### src/rtl/mag_sqrt_sched.sv
// mag_sqrt_sched
//   Round-robin scheduler and sequencer for one shared iterative magnitude
//   engine. Grants one of NREQ requesters, captures its (x, y) operands,
//   squares and sums them, then extracts floor(sqrt(x*x + y*y)) with a
//   bit-serial restoring square root (one result bit per cycle). The result
//   is held until the consumer accepts it.
//
//   Optional build macro: MAG_ROUND_EN
//     defined   -> result rounded to nearest (root+1 when rem > root)
//     undefined -> result is the floor root
//
// Ports
//   clk        in   clock, all state on rising edge
//   rst_n      in   asynchronous active-low reset
//   req_valid  in   [NREQ]       per-requester request valid
//   req_x      in   [NREQ*DW]    packed X operands, requester i at [i*DW +: DW]
//   req_y      in   [NREQ*DW]    packed Y operands, same packing
//   req_ready  out  [NREQ]       one-hot grant, only in IDLE
//   res_valid  out               result valid
//   res_ready  in                consumer accepts result
//   res_mag    out  [DW+1]       magnitude result
//   res_id     out  [2]          requester that owns res_mag
//   busy       out               high in any state other than IDLE
module mag_sqrt_sched #(
    parameter int NREQ = 2,
    parameter int DW   = 8
) (
    input  logic                 clk,
    input  logic                 rst_n,
    input  logic [NREQ-1:0]      req_valid,
    input  logic [NREQ*DW-1:0]   req_x,
    input  logic [NREQ*DW-1:0]   req_y,
    output logic [NREQ-1:0]      req_ready,
    output logic                 res_valid,
    input  logic                 res_ready,
    output logic [DW:0]          res_mag,
    output logic [1:0]           res_id,
    output logic                 busy
);

    localparam int unsigned NR = NREQ;
    localparam int          SW = 2 * DW + 2;            // square sum padded to an even width
    localparam int          PW = (NREQ > 1) ? $clog2(NREQ) : 1;
    localparam int          CW = $clog2(DW + 1);

    typedef enum logic [1:0] {
        IDLE,
        SQ,
        CALC,
        DONE
    } state_t;

    state_t          state_q, state_d;
    logic [PW-1:0]   rr_ptr_q, rr_ptr_d;
    logic [DW-1:0]   x_q, x_d;
    logic [DW-1:0]   y_q, y_d;
    logic [1:0]      id_q, id_d;
    logic [SW-1:0]   s_q, s_d;
    logic [DW:0]     root_q, root_d;
    logic [DW+1:0]   rem_q, rem_d;
    logic [CW-1:0]   cnt_q, cnt_d;
    logic            res_valid_q, res_valid_d;
    logic [DW:0]     res_mag_q, res_mag_d;

    logic [NREQ-1:0] grant;
    logic [1:0]      win_idx;
    logic            found;
    logic [SW-1:0]   sq_sum;
    logic [DW+3:0]   shifted;
    logic [DW+4:0]   trial;
    logic [1:0]      unused_trial_bits;
    logic [DW:0]     mag_final;

    // Round-robin search: first pass covers rr_ptr..NREQ-1, second pass wraps
    // to 0..rr_ptr-1. Grant is suppressed while reset is asserted.
    always_comb begin
        grant   = '0;
        win_idx = '0;
        found   = 1'b0;
        if (state_q == IDLE && rst_n) begin
            for (int unsigned k = 0; k < NR; k++) begin
                if (!found && k >= 32'(rr_ptr_q) && req_valid[k]) begin
                    found    = 1'b1;
                    grant[k] = 1'b1;
                    win_idx  = 2'(k);
                end
            end
            for (int unsigned k = 0; k < NR; k++) begin
                if (!found && k < 32'(rr_ptr_q) && req_valid[k]) begin
                    found    = 1'b1;
                    grant[k] = 1'b1;
                    win_idx  = 2'(k);
                end
            end
        end
    end

    // Datapath helpers for the square and one restoring-sqrt step.
    always_comb begin
        sq_sum  = SW'(x_q) * SW'(x_q) + SW'(y_q) * SW'(y_q);
        shifted = {rem_q, s_q[SW-1 -: 2]};
        trial   = {1'b0, shifted} - {2'b00, root_q, 2'b01};
        // rem never exceeds 2*root, so a non-negative trial fits rem's width.
        unused_trial_bits = trial[DW+3:DW+2];
`ifdef MAG_ROUND_EN
        mag_final = ({1'b0, root_q} < rem_q) ? root_q + (DW+1)'(1) : root_q;
`else
        mag_final = root_q;
`endif
    end

    always_comb begin
        state_d     = state_q;
        rr_ptr_d    = rr_ptr_q;
        x_d         = x_q;
        y_d         = y_q;
        id_d        = id_q;
        s_d         = s_q;
        root_d      = root_q;
        rem_d       = rem_q;
        cnt_d       = cnt_q;
        res_valid_d = res_valid_q;
        res_mag_d   = res_mag_q;

        case (state_q)
            IDLE: begin
                if (found) begin
                    x_d     = req_x[int'(win_idx) * DW +: DW];
                    y_d     = req_y[int'(win_idx) * DW +: DW];
                    id_d    = win_idx;
                    rr_ptr_d = (win_idx == 2'(NR - 1)) ? '0 : PW'(win_idx + 2'd1);
                    state_d = SQ;
                end
            end
            SQ: begin
                s_d     = sq_sum;
                root_d  = '0;
                rem_d   = '0;
                cnt_d   = CW'(DW);
                state_d = CALC;
            end
            CALC: begin
                s_d = {s_q[SW-3:0], 2'b00};
                if (!trial[DW+4]) begin
                    rem_d  = trial[DW+1:0];
                    root_d = {root_q[DW-1:0], 1'b1};
                end else begin
                    rem_d  = shifted[DW+1:0];
                    root_d = {root_q[DW-1:0], 1'b0};
                end
                if (cnt_q == '0) begin
                    state_d = DONE;
                end else begin
                    cnt_d = cnt_q - CW'(1);
                end
            end
            DONE: begin
                // First DONE cycle registers the final (optionally rounded)
                // result; res_valid rises together with it.
                if (!res_valid_q) begin
                    res_mag_d   = mag_final;
                    res_valid_d = 1'b1;
                end else if (res_ready) begin
                    res_valid_d = 1'b0;
                    state_d     = IDLE;
                end
            end
            default: state_d = IDLE;
        endcase
    end

    always_ff @(posedge clk or negedge rst_n) begin
        if (!rst_n) begin
            state_q     <= IDLE;
            rr_ptr_q    <= '0;
            x_q         <= '0;
            y_q         <= '0;
            id_q        <= '0;
            s_q         <= '0;
            root_q      <= '0;
            rem_q       <= '0;
            cnt_q       <= '0;
            res_valid_q <= 1'b0;
            res_mag_q   <= '0;
        end else begin
            state_q     <= state_d;
            rr_ptr_q    <= rr_ptr_d;
            x_q         <= x_d;
            y_q         <= y_d;
            id_q        <= id_d;
            s_q         <= s_d;
            root_q      <= root_d;
            rem_q       <= rem_d;
            cnt_q       <= cnt_d;
            res_valid_q <= res_valid_d;
            res_mag_q   <= res_mag_d;
        end
    end

    assign req_ready = grant;
    assign res_valid = res_valid_q;
    assign res_mag   = res_mag_q;
    assign res_id    = id_q;
    assign busy      = (state_q != IDLE);

endmodule

### config.mk
export PLATFORM = sky130hd
export DESIGN_NAME = mag_sqrt_sched
export DESIGN_NICKNAME = d
export VERILOG_FILES = /design/src/rtl/mag_sqrt_sched.sv
export SDC_FILE = /design/constraint.sdc
export NUM_CORES = 1
export LEC_CHECK = 0
export ABC_CLOCK_PERIOD_IN_PS = 6500
export CAP_MARGIN = 0
export CORE_AREA = 2 2 116 118
export DETAILED_ROUTE_END_ITERATION = 8
export DIE_AREA = 0 0 118 120
export PLACE_DENSITY_LB_ADDON = 0.3
export SYNTH_ARGS = -nofsm -noshare
export SYNTH_HDL_FRONTEND = slang
export SYNTH_SLANG_ARGS = --single-unit
### constraint.sdc
create_clock -name clk -period 6.5 [get_ports clk]
set_input_delay 1.625 -clock clk [delete_from_list [all_inputs] [get_ports clk]]
set_output_delay 1.625 -clock clk [all_outputs]
set_load 0.02 [all_outputs]
Word level (Yosys, flattened, before mapping)

Index checks and enable logic that the tools add are counted.

Flip-flop bits (word level): 72
Output and inout bits: 15
Logic and storage cells: 73

Add/sub/neg operators: 4
$mul: 2
$lt $le $gt $ge: 2
Equality and inequality tests: 9
Shift-type cells: 2
Muxes and demuxes: 27
Bitwise gates (word level): 1
Reductions and logical operators: 15

Operators with widths:

| operator                                          | number |
|---|---|
| case mux 18 bit (2 select lines)                  | 1 |
| multiplier 8 x 8 -> 16 bit                        | 2 |
| variable part select 16 x 6 -> 8 bit              | 2 |
| case mux 10 bit (2 select lines)                  | 1 |
| case mux 9 bit (2 select lines)                   | 1 |
| adder 16 x 16 -> 17 bit                           | 1 |
| two-way mux 2 bit                                 | 7 |
| two-way mux 1 bit                                 | 13 |
| subtractor 12 x 11 -> 13 bit                      | 1 |
| two-way mux 10 bit                                | 1 |
| != test 2 bit (second input constant)             | 5 |
| case mux 2 bit (4 select lines)                   | 1 |
| case mux 4 bit (2 select lines)                   | 1 |
| AND reduction 2 bit                               | 3 |
| logical AND 1 bit                                 | 5 |
| == test 2 x 1 -> 1 bit (second input constant)    | 2 |
| == test 2 bit (second input constant)             | 2 |
| zero test 4 bit                                   | 1 |
| two-way mux 4 bit                                 | 1 |
| AND reduction 4 bit                               | 1 |
| nonzero test 2 bit                                | 2 |
| subtractor 4 x 1 -> 4 bit (second input constant) | 1 |
| zero test 1 bit                                   | 2 |
| zero test 2 bit                                   | 1 |
| 4 further kinds                                   | 4 |

Depth between registers and ports, before layout

Depth in word-level cells: 15
Mapped depth: 22
Depth with buffers taken out: 20

Worst setup path after synthesis

No wires, ideal clock.

Path type: register to register
Start: register x_q[2]
End: register s_q[15]
Arrival: 5.526 ns
Required time: 6.374 ns
Slack: 0.848 ns
Stages on the path, launching flop included: 21
Clock period less this slack: 5.652 ns
Cells stage by stage: dfrtp_1 -> clkbuf_1 -> and2_1 -> fa_1 -> inv_1 -> fa_1 -> inv_1 -> fa_1 -> fa_1 -> fa_1 -> inv_1 -> fa_1 -> inv_1 -> ha_1 -> clkbuf_2 -> a21o_1 -> or3_1 -> o211ai_1 -> a21boi_1 -> mux2i_1 -> a311o_1

Word-level cells in the longest chain between the ends: 3

Ends and longest elaborated chain:

| element                          | line | text |
|---|---|---|
| start, declared                  | 55   | `logic [DW-1:0] x_q, x_d;` |
| start signal, assigned           | 176  | `x_q <= '0;` |
| start signal, assigned           | 188  | `x_q <= x_d;` |
| multiplier 8 x 8 -> 16 bit       | 100  | `sq_sum = SW'(x_q) * SW'(x_q) + SW'(y_q) * SW'(y_q);` |
| adder 16 x 16 -> 17 bit          | 100  |  |
| case mux 18 bit (2 select lines) | 125  | `case (state_q)` |
| end signal, assigned             | 179  | `s_q <= '0;` |
| end signal, assigned             | 191  | `s_q <= s_d;` |
| end, declared                    | 58   | `logic [SW-1:0] s_q, s_d;` |

No other way between the ends.
A chain may end at the register's enable or synchronous reset.

Worst setup path in the final report

Ends and elaborated chain as after synthesis.

==> summary.txt <==
Crit path kind = reg2reg
# IOs = 52
Area growth, synth to finish = 13.23%
Status = finished, final reports clean
DR vias = 5103
HP Class = reg2reg
Primary FF master, synth = dfrtp_1
Fin Hold WS = 476.8 ps
Pre-CTS WS = 637.3 ps
# rows = 42
CTS H-tree depth = 3
Startpoint types = register
TritonCTS buffer count = 9
Initial antenna violation count = 0
Post-DRT Antenna Nets = 0
Worst Path Required = 6730 ps
Routed WL = 14.47 mm
Congestion Overflow GR = 0
Most frequent cells in the layout = inv_1, fa_1, ha_1
Top cell type's share of synthesized area = 25.45%
Ys Warns = 0
First-pass GRT wire length = 25.73 mm
Share of cells above drive strength 1 = 4.000%
CP Max Fanout = 10
Multi-input gate area = 0.004519 mm²
Hpwl dp = 10.97 mm
FF+latch area = 0.001777 mm²
Skew-Pair Late Insertion Delay = 340 ps
Number of global-route vias before repair = 5479
Final TNS setup = 0 ps
# setup viols final = 0
Gr usage total = 22.63%
Vias per cell = 5.366
Relative slew slack = 54.82%
Wire per inst = 15.22 µm
CTS sink count = 71
Routability Congestion = 0.8646
Setup Buffers After CTS = 0
Syn avg cell area = 9.512 µm²
Cells after Synth = 734
Final Cycle Share = 91.03%
Die X-Extent = 118 µm
Worst setup EP type = register
Synth async-reset ratio = 100.0%
Slew Viols, Final = 0
Worst slew pin tran = 677.6 ps
Mapped cell area = 0.006982 mm²
Hold-fix buffers, CTS = 0
CTS Buffer Depth = 2
# DRC = 0
Placed cell count = 935
Clk slew on worst S/H paths = 60 ps
Final WS setup = 583.0 ps
Most common cell after layout, fill and taps aside = inv_1
Diode count = 0
Sequential-to-total area share from yosys stat = 25.45%
Yosys top cell by area = dfrtp_1
Max cap viols = 0
Die height = 120 µm
CTS resizes = 0
Die ar. = 0.01416 mm²
Core area = 0.01298 mm²
Worst EP arrival = 6150 ps
EDFF count, synth = 0
Drt pass-1 iters = 5
Hold Fails Final Rpt = 0
Clock tree root buffer cell = clkbuf_16
Cell variety after synth = 50
Worst Clk Skew = 8.164 ps
Final nets = 956
Syn_nets = 920
Port buffer count = 50
FF+latch count, synth = 71
Initial Utilization = 53.79%
Peak Freq = 169.0 MHz
Drt first-iter violations = 342
RSZ-0062 raised after global routing = false
Fillers = 1126
CTS tree = built
Pin count of the biggest net entering global routing = 73
Layout Cells excl Fill = 951
Period minus WS final = 5917 ps
Top post-synthesis cells by area = dfrtp_1, fa_1, ha_1
[registers in the layout, summed over array words and instances (netlist names)]
register / count
cnt_q: 4
mag_final: 9
rem_q: 10
res_id: 1
res_mag: 9
res_valid: 1
rr_ptr_q: 1
s_q: 18
state_q: 2
x_q: 8
y_q: 8
[worst paths after layout]
kind | endpoint | cells past startpoint | slack, ps | start
worst max-delay path | s_q[15] | 18 | 580 | x_q[2]
worst min-delay path | res_mag[2] | 2 | 480 | res_mag[2]
worst max register to register | s_q[15] | 18 | 580 | x_q[2]
worst min register to register | res_mag[2] | 2 | 480 | res_mag[2]
max in group asynchronous | rem_q[5] | 2 | 4340 | rst_n
min in group asynchronous | x_q[0] | 1 | 1220 | rst_n
[layer usage]
metal / global-route usage (%) / wire length (µm) / vias to the layer above
li1: - / - / 2465
met1: 29.46 / 6443 / 2527
met2: 39.57 / 7318 / 96
met3: 3.327 / 530 / 15
met4: 6.325 / 182 / 0
met5: 0 / 0 / -
[metrics by stage]
| step | util (%) | area [µm²] |
|---|---|---|
| 3_5_place_dp | 58.69 | 7619 |
| 3_3_place_gp | 58.69 | 7619 |
| 5_1_grt | 60.90 | 7905 |
| 6_report | 60.90 | 7905 |
| 4_1_cts | 60.90 | 7905 |
| 2_1_floorplan | - | 6982 |
[cell usage after synthesis (4+ instances only)]
master	number
a211oi_1	6
a21o_1	7
a21oi_1	25
a222oi_1	16
and2_1	37
buf_1	6
clkbuf_1	22
dfrtp_1	71
fa_1	76
ha_1	73
inv_1	149
mux2_2	4
mux2i_1	16
nand2_1	49
nand2b_1	5
nand3_1	21
nand3b_1	4
nor2_1	23
nor2b_1	8
o21ai_0	38
o221ai_1	4
o22ai_1	10
xnor2_1	21
[cell families after synthesis]
logic type	Yosys count	share of synthesized area, %
flops	71	25.45
other cells	1	0.05371
xor+xnor	24	3.011
mux	20	2.939
simple gates	159	11.38
fa+ha+maj	149	34.87
buf+inv	180	9.857
compound gates	130	12.44
[final cells by class]
cell class / count / share of cell area (%)
Timing Repair Buffer: 56 / 6.869
Sequential cell: 71 / 22.48
Inverter: 149 / 7.075
Clock buffer: 12 / 3.245
Multi-Input combinational cell: 483 / 57.17
Clock inverter: 4 / 0.3799
Tap cell: 176 / 2.786
[critical path, stage by stage (launching register included)]
cell and delay (ps):
dfrtp_1 500, and2_1 260, fa_1 510, inv_1 50, fa_1 540, inv_1 60, fa_1 520, fa_1 440
fa_1 550, inv_1 60, fa_1 530, inv_1 40, ha_1 370, a21o_1 230, or3_1 370, o211ai_1 200
a21boi_1 120, mux2i_1 130, a311o_1 320
Power is left out: the tool's default activity adds up to more than one toggle a clock period on the data nets, which glitch-free logic cannot reach.
